`src/rtl/if_stage.sv`:
```
// Instruction-fetch stage: PC register, IF/ID pipeline register, wait-state
// handling for instruction memory and a saturating bubble counter.
module if_stage #(
   parameter logic [15:0] RESET_PC  = 16'h0000,
   parameter int unsigned PC_STEP   = 2,
   parameter logic [15:0] NOP_INSTR = 16'h0000
) (
   input  logic        clk_i,
   input  logic        rst_i,
   input  logic [1:0]  write_i,
   input  logic        pcsrc_i,
   input  logic        jump_i,
   input  logic [15:0] branch_target_i,
   input  logic [15:0] jump_target_i,
   output logic [15:0] imem_addr_o,
   input  logic [15:0] imem_rdata_i,
   input  logic        imem_ready_i,
   output logic [15:0] pc_out_o,
   output logic [15:0] ifid_pc_o,
   output logic [15:0] ifid_instr_o,
   output logic        ifid_valid_o,
   output logic [15:0] bubble_cnt_o
);

   typedef enum logic [1:0] {
      ST_BOOT = 2'b00,
      ST_RUN  = 2'b01,
      ST_WAIT = 2'b10
   } state_t;

   localparam logic [15:0] PC_INC = 16'(PC_STEP);

   state_t      state_r;
   state_t      state_nxt_s;
   logic [15:0] pc_r;
   logic [15:0] pc_nxt_s;
   logic [15:0] ifid_pc_r;
   logic [15:0] ifid_pc_nxt_s;
   logic [15:0] ifid_instr_r;
   logic [15:0] ifid_instr_nxt_s;
   logic        ifid_valid_r;
   logic        ifid_valid_nxt_s;
   logic [15:0] bubble_cnt_r;
   logic [15:0] bubble_cnt_nxt_s;
   logic        bubble_count_s;
   logic        redirect_s;

   assign redirect_s = write_i[1] & (pcsrc_i | jump_i);

   // Next-state, next-PC and IF/ID contents, in redirect > stall > fetch priority
   always_comb begin
      state_nxt_s      = state_r;
      pc_nxt_s         = pc_r;
      ifid_pc_nxt_s    = ifid_pc_r;
      ifid_instr_nxt_s = ifid_instr_r;
      ifid_valid_nxt_s = ifid_valid_r;
      bubble_count_s   = 1'b0;
      case (state_r)
         ST_BOOT: begin
            state_nxt_s = ST_RUN;
         end
         ST_RUN, ST_WAIT: begin
            if (redirect_s) begin
               pc_nxt_s         = jump_i ? jump_target_i : branch_target_i;
               ifid_pc_nxt_s    = 16'h0000;
               ifid_instr_nxt_s = NOP_INSTR;
               ifid_valid_nxt_s = 1'b0;
               bubble_count_s   = 1'b1;
               state_nxt_s      = ST_RUN;
            end else if (write_i == 2'b00) begin
               // full stall: defaults already hold PC, IF/ID and state
               state_nxt_s = state_r;
            end else if (write_i == 2'b01) begin
               ifid_pc_nxt_s    = 16'h0000;
               ifid_instr_nxt_s = NOP_INSTR;
               ifid_valid_nxt_s = 1'b0;
               bubble_count_s   = 1'b1;
            end else if (imem_ready_i) begin
               pc_nxt_s    = pc_r + PC_INC;
               state_nxt_s = ST_RUN;
               if (write_i[0]) begin
                  ifid_pc_nxt_s    = pc_r;
                  ifid_instr_nxt_s = imem_rdata_i;
                  ifid_valid_nxt_s = 1'b1;
               end else begin
                  ifid_pc_nxt_s    = 16'h0000;
                  ifid_instr_nxt_s = NOP_INSTR;
                  ifid_valid_nxt_s = 1'b0;
                  bubble_count_s   = 1'b1;
               end
            end else begin
               ifid_pc_nxt_s    = 16'h0000;
               ifid_instr_nxt_s = NOP_INSTR;
               ifid_valid_nxt_s = 1'b0;
               bubble_count_s   = 1'b1;
               state_nxt_s      = ST_WAIT;
            end
         end
         default: begin
            // unreachable encoding: recover through BOOT with a clean bubble
            state_nxt_s      = ST_BOOT;
            pc_nxt_s         = RESET_PC;
            ifid_pc_nxt_s    = 16'h0000;
            ifid_instr_nxt_s = NOP_INSTR;
            ifid_valid_nxt_s = 1'b0;
         end
      endcase
   end

   // Saturating bubble counter increment
   always_comb begin
      if (bubble_count_s && (bubble_cnt_r != 16'hFFFF)) begin
         bubble_cnt_nxt_s = bubble_cnt_r + 16'h0001;
      end else begin
         bubble_cnt_nxt_s = bubble_cnt_r;
      end
   end

   // State, PC, IF/ID and counter registers
   always_ff @(posedge clk_i or negedge rst_i) begin
      if (!rst_i) begin
         state_r      <= ST_BOOT;
         pc_r         <= RESET_PC;
         ifid_pc_r    <= 16'h0000;
         ifid_instr_r <= NOP_INSTR;
         ifid_valid_r <= 1'b0;
         bubble_cnt_r <= 16'h0000;
      end else begin
         state_r      <= state_nxt_s;
         pc_r         <= pc_nxt_s;
         ifid_pc_r    <= ifid_pc_nxt_s;
         ifid_instr_r <= ifid_instr_nxt_s;
         ifid_valid_r <= ifid_valid_nxt_s;
         bubble_cnt_r <= bubble_cnt_nxt_s;
      end
   end

   assign imem_addr_o  = pc_r;
   assign pc_out_o     = pc_r;
   assign ifid_pc_o    = ifid_pc_r;
   assign ifid_instr_o = ifid_instr_r;
   assign ifid_valid_o = ifid_valid_r;
   assign bubble_cnt_o = bubble_cnt_r;

endmodule

```
`config.mk`:
```
export PLATFORM = sky130hd
export DESIGN_NAME = if_stage
export DESIGN_NICKNAME = d
export VERILOG_FILES = /design/src/rtl/if_stage.sv
export SDC_FILE = /design/constraint.sdc
export NUM_CORES = 1
export LEC_CHECK = 0
export CORE_UTILIZATION = 32
export CTS_CLUSTER_DIAMETER = 120
export DETAILED_ROUTE_END_ITERATION = 6
export GPL_ROUTABILITY_DRIVEN = 0
export GPL_TIMING_DRIVEN = 0
export PLACE_DENSITY = 0.69
export SLEW_MARGIN = 10
export SYNTH_ARGS = -nofsm -noshare
export SYNTH_HDL_FRONTEND = slang
export SYNTH_SLANG_ARGS = --single-unit
```
`constraint.sdc`:
```
create_clock -name clk_i -period 2.4 [get_ports clk_i]
set_input_delay 0.24 -clock clk_i [delete_from_list [all_inputs] [get_ports clk_i]]
set_output_delay 0.24 -clock clk_i [all_outputs]
set_load 0.02 [all_outputs]
```
# [Yosys cells after proc, flatten, opt, wreduce, memory -nomap -nowiden]
# Cells that the tools add are included.
[op_classes] reduce_logical=7 muxes=35 n_addsub=2 bitwise=3 eq_ne=7
[ops] op="two-way mux 16 bit" count=15
[ops] op="case mux 16 bit (2 select lines)" count=3
[ops] op="adder 16 x 1 -> 16 bit (second input constant)" count=1
[ops] op="adder 16 x 2 -> 16 bit (second input constant)" count=1
[ops] op="inequality test 16 bit (second input constant)" count=1
[ops] op="two-way mux 1 bit" count=11
[ops] op="inequality test 3 bit (second input constant)" count=3
[ops] op="two-way mux 2 bit" count=4
[ops] op="equality test 2 x 1 -> 1 bit (second input constant)" count=2
[ops] op="zero test 2 bit" count=2
[ops] op="case mux 2 bit (2 select lines)" count=1
[ops] op="AND reduction 2 bit" count=2
[ops] op="AND reduction 4 bit" count=1
[ops] op="equality test 2 bit (second input constant)" count=1
[ops] op="case mux 1 bit (2 select lines)" count=1
[ops] op="OR reduction 2 bit" count=1
[ops] op="bitwise AND 1 bit" count=1
[ops] op="logical AND 1 bit" count=1
[ops] op="NOT 1 bit" count=1
[ops] op="OR 1 bit" count=1
[totals] output_inout_bits=81 wordCells=60 register_bits=67 inputBits=55

# [Longest topological paths before layout]
[logic_depth] depth_word=7 mapped_depth=7 ltp_nobuf=6

# [Worst setup path after synthesis]
# No wires, ideal clock.
[synth_timing] path_kind="register to register" from="reg pc_r[1] (netlist: imem_addr_o[1])" to="reg pc_r[13] (netlist: imem_addr_o[13])" path_buffers=0 required_ns=2.325 synth_period_minus_slack_ns=1.920 setup_slack_ns=0.480 t_arrival_ns=1.845 setup_time_ns=0.075 path_stages_with_launch=6 path_cell_list="dfrtp_1 ha_1 nand3_2 or4_4 o32a_1 o2bb2ai_2"
[synth_between] elab_chain_cells=6
[synth_rtl] item="start, declared" line="35" text="logic [15:0] pc_r;"
[synth_rtl] item="start signal, assigned" line="130" text="pc_r <= pc_nxt_s;"
[synth_rtl] item="adder 16 x 2 -> 16 bit" line="79" text="pc_nxt_s = pc_r + PC_INC;"
[synth_rtl] item="two-way mux 16 bit" line="78" text="end else if (imem_ready_i) begin"
[synth_rtl] item="two-way mux 16 bit" line="73" text="end else if (write_i == 2'b01) begin"
[synth_rtl] item="two-way mux 16 bit" line="70" text="end else if (write_i == 2'b00) begin"
[synth_rtl] item="two-way mux 16 bit" line="63" text="if (redirect_s) begin"
[synth_rtl] item="case mux 16 bit (2 select lines)" line="58" text="case (state_r)"
# Every way passes these cells. The select of a mux whose other input is x is not followed.
# A chain may end at the register's enable or synchronous reset.

# [Final worst setup path]
[layout_timing] from="reg state_r[0]" to="reg pc_r[13] (netlist: imem_addr_o[13])"
[layout_between] elab_chain_cells=4 elab_cells_between_ends=10 cone_classes="5 x eq/ne; 1 x mux; 1 x bitwise; 3 x reduce/logical"
[layout_rtl] item="start, declared" line="33" text="state_t state_r;"
[layout_rtl] item="start signal, assigned" line="129" text="state_r <= state_nxt_s;"
[layout_rtl] item="equality test 2 x 1 -> 1 bit / equality test 2 bit (equally long branches)" line="58"
[layout_rtl] item="OR reduction 2 bit" line="58"
[layout_rtl] item="inequality test 3 bit (no source line)"
[layout_rtl] item="AND reduction 4 bit (no source line)"
# Several ways; a longest one is shown, not always the timed one.

==> results by group <==
Finish
  – Layout cell share with drive strength beyond 1: around an eighth
  – Non-filler instance count after layout: about 610
  – Antenna cell count: 0
  – Final design utilization: roughly half
  – Area delta synth->final: 51.1%
  – Fin nets: about 530

Clock network
  – H-tree levels: 3
  – Clock-pin slew on the worst setup and hold paths: 0.08 ns
  – Bufs on Longest Clock Path: 2
  – Post-CTS Setup Inserts: 0
  – Total clock sinks: 67
  – Cts bufs inserted: 9
  – Clk root buf: clkbuf_8
  – Clock latency on the worst-skew pair: 0.34 ns
  – CTS tree: done

Min path
  – Hold Path Class: input port to asynchronous set/reset pin

Synth
  – Syn_nets: approximately 380
  – Mapped Cells: roughly 320
  – Post-synthesis sequential area ratio: between 40% and 50%
  – Most frequent cell after synthesis: dfrtp_1
  – Top FF cell, synth: dfrtp_1
  – Area of the mapped netlist: around 0.0035 mm²
  – Yosys cell types: 53
  – Asr flop ratio synth: between 90% and 100%
  – Syn avg cell area: approximately 11 µm²
  – EDFF count, synth: 0
  – Top post-synthesis cells by count: dfrtp_1 (67), a22o_1 (33), nor2_1 (20)
  – Yosys top cell area share: around 49%
  – Synth Warn #: 0
  – Largest cells by area after synthesis: dfrtp_1 (49%), a22o_1 (8.4%), buf_4 (3.5%)
  – #FFs+latches synth: 67
  – Leading area contributor after synthesis: dfrtp_1

Timing
  – RSZ-0062 raised after global routing: no
  – Tightest hold margin: 0.255 ns
  – Post-route setup slack: 0.184 ns
  – Final cycle utilization of the critical path: between 90% and 100%
  – Post-route minimum period: 2.22 ns
  – Hold Fails Final Rpt: 0
  – Clock Skew: 0.0106 ns
  – Fmax: ~450 MHz
  – Slew Limit Headroom: 60.7%
  – Final setup viols: 0
  – Slew Limit Fails: 0
  – Tightest Pin Transition: 0.590 ns

Floorplan
  – Full die area: about 0.011 mm²
  – I/O Pins: about 140
  – Core Region: roughly 0.010 mm²
  – Starting density of the core: 33.2%
  – Row Count: 37
  – Die H: about 110 µm
  – Die Wd: 106 µm

Critical path
  – CP Max Fanout: 10
  – Critical path arrival: 2.43 ns
  – Delay-heaviest family, CP: compound AO/OA/AOI/OAI gates
  – CP cell instances: inv_1, ha_1, buf_2, a21oi_1, clkbuf_1, o21ai_0, o2bb2ai_2
  – Crit-path slowest cell: a21oi_1
  – Worst Setup Path Type: flop to flop
  – Cell count of the worst reg-to-reg path: 7
  – Max stage delay on crit path: 0.49 ns
  – WP data required: ~2.6 ns
  – CP bufs+invs: 3
  – Worst setup SP type: flop
  – Crit. path cell count: 7
  – Worst setup EP type: flop

Routing
  – Antenna viol nets, final: 0
  – M1 WL: about 4500 µm
  – Routed WL: 10300 µm
  – Post-route DRC: 0
  – DR vias: between 3000 and 4000
  – Wire length on met2: slightly above 5000 µm
  – First DRT Iteration DRCs: 199
  – Vias/cell: 5.24
  – WL/cell: 16.9 µm
  – First-pass DRT Iterations: 7
  – DR top layer: met4
  – Met3 WL: roughly 530 µm

Placement
  – Pre-CTS setup slack: between 0.09 and 0.1 ns
  – Buffers on Ports: between 100 and 150
  – Cell count after placement: 592
  – Detailed Place HPWL: about 7700 µm

GRT
  – Vias in the first global route: ~3200
  – Largest net degree at the start of global routing: 62
  – Gr ovfl total: 0
  – Gr usage total: 19.0%
  – First-pass GRT wire length: around 17000 µm
  – Initial antenna violation count: 0

Pwr
  – VDD IR-drop max: 0.355 mV
  – Pwr Total: 4710 µW
  – Pwr dens: between 900 and 1000 mW/mm²
  – P_leak: around 0.0022 µW

Flow run
  – MaxCap Viol Count: 0

Status
  – Status: finished clean
what timing repair did:
action | in CTS | in global routing
hold buffers | 1 | 0
hold endpoints to repair | 67 | 0
resized for setup | 0 | 1
setup endpoints to repair | 0 | 4
worst register-to-register path, delay by kind of cell (launching register included):
family / cells / cell delay, ns
adders and majority gates: 1 / 0.30
DFF: 1 / 0.35
AOI/OAI and AO/OA: 3 / 0.85
buffers and inverters: 3 / 0.61
cell families (layout without fill, tap and decap cells):
family	Yosys count	after routing	share of synthesized area [%]
multiplexers	14	14	4.20
adder cells (fa/ha/maj)	4	4	1.45
AO/OA/AOI/OAI	97	97	22.0
flip-flops	67	67	48.5
AND/OR/NAND/NOR	84	84	13.6
XOR/XNOR	15	15	3.80
buffers and inverters	41	192	6.48
cell type report:
class,instances,area (µm²)
plain buffers,32,190
clock buffers,10,138
clock inverters,6,88.8
fillers,956,5190
inverters,9,33.8
multi-input cells,214,1560
flip-flops and latches,67,1680
well taps,136,170
repair buffers,135,1370
path summary, 6_finish.rpt:
path                                                end                          from  slack, ns
setup / recovery            imem_addr_o[13]$_DFFE_PN0P_        state_r[0]$_DFFE_PN0P_       0.18
hold / removal              bubble_cnt_o[1]$_DFFE_PN0P_                         rst_i       0.26
setup reg to reg            imem_addr_o[13]$_DFFE_PN0P_        state_r[0]$_DFFE_PN0P_       0.18
hold reg to reg            bubble_cnt_o[13]$_DFFE_PN0P_  bubble_cnt_o[13]$_DFFE_PN0P_       0.49
max in group asynchronous      ifid_pc_o[8]$_DFFE_PN0P_                         rst_i       1.62
min in group clk_i               state_r[1]$_DFFE_PN0P_                  imem_ready_i       0.37
through the flow:
| stage | TNS (ns) | instance area, µm² |
|---|---|---|
| detailed placement | 0 | 4980 |
| floorplan | 0 | 3460 |
| finish | 0 | 5220 |
| CTS | 0 | 5220 |
| global placement | -79.77 | 4960 |
| global route | 0 | 5220 |
routing by layer:
metal / up-vias / global-route usage (%)
met5: - / 0
met4: 0 / 7.64
met3: 16 / 3.25
met2: 115 / 30.9
met1: 1560 / 25.3
li1: 1498 / -
report_power, final:
| part | internal (µW) | switching (µW) |
|---|---|---|
| Sequential | 1320 | 318 |
| Combinational | 954 | 1060 |
| Clock | 613 | 450 |
| Total | 2880 | 1830 |
registers in the layout (all words and copies together), names as in the netlist:
signal        count
bubble_cnt_o     16
ifid_pc_o        16
ifid_valid_o      1
imem_addr_o      16
state_r           2
ifid_instr_o     16
placed cells by master, fill, tap and decap left out, drive strengths merged, types with 9 or more instances in the layout:
master and instances:
a21oi 9, a22o 33, buf 26, clkbuf 18, clkdlybuf4s50 132, dfrtp 67
inv 9, mux2i 10, nand2 12, nand3 10, nor2 20, nor3 9
nor4 9, o21ai 16, o2bb2ai 10, xnor2 10
Note: power is estimated with default switching activity, not from simulation.
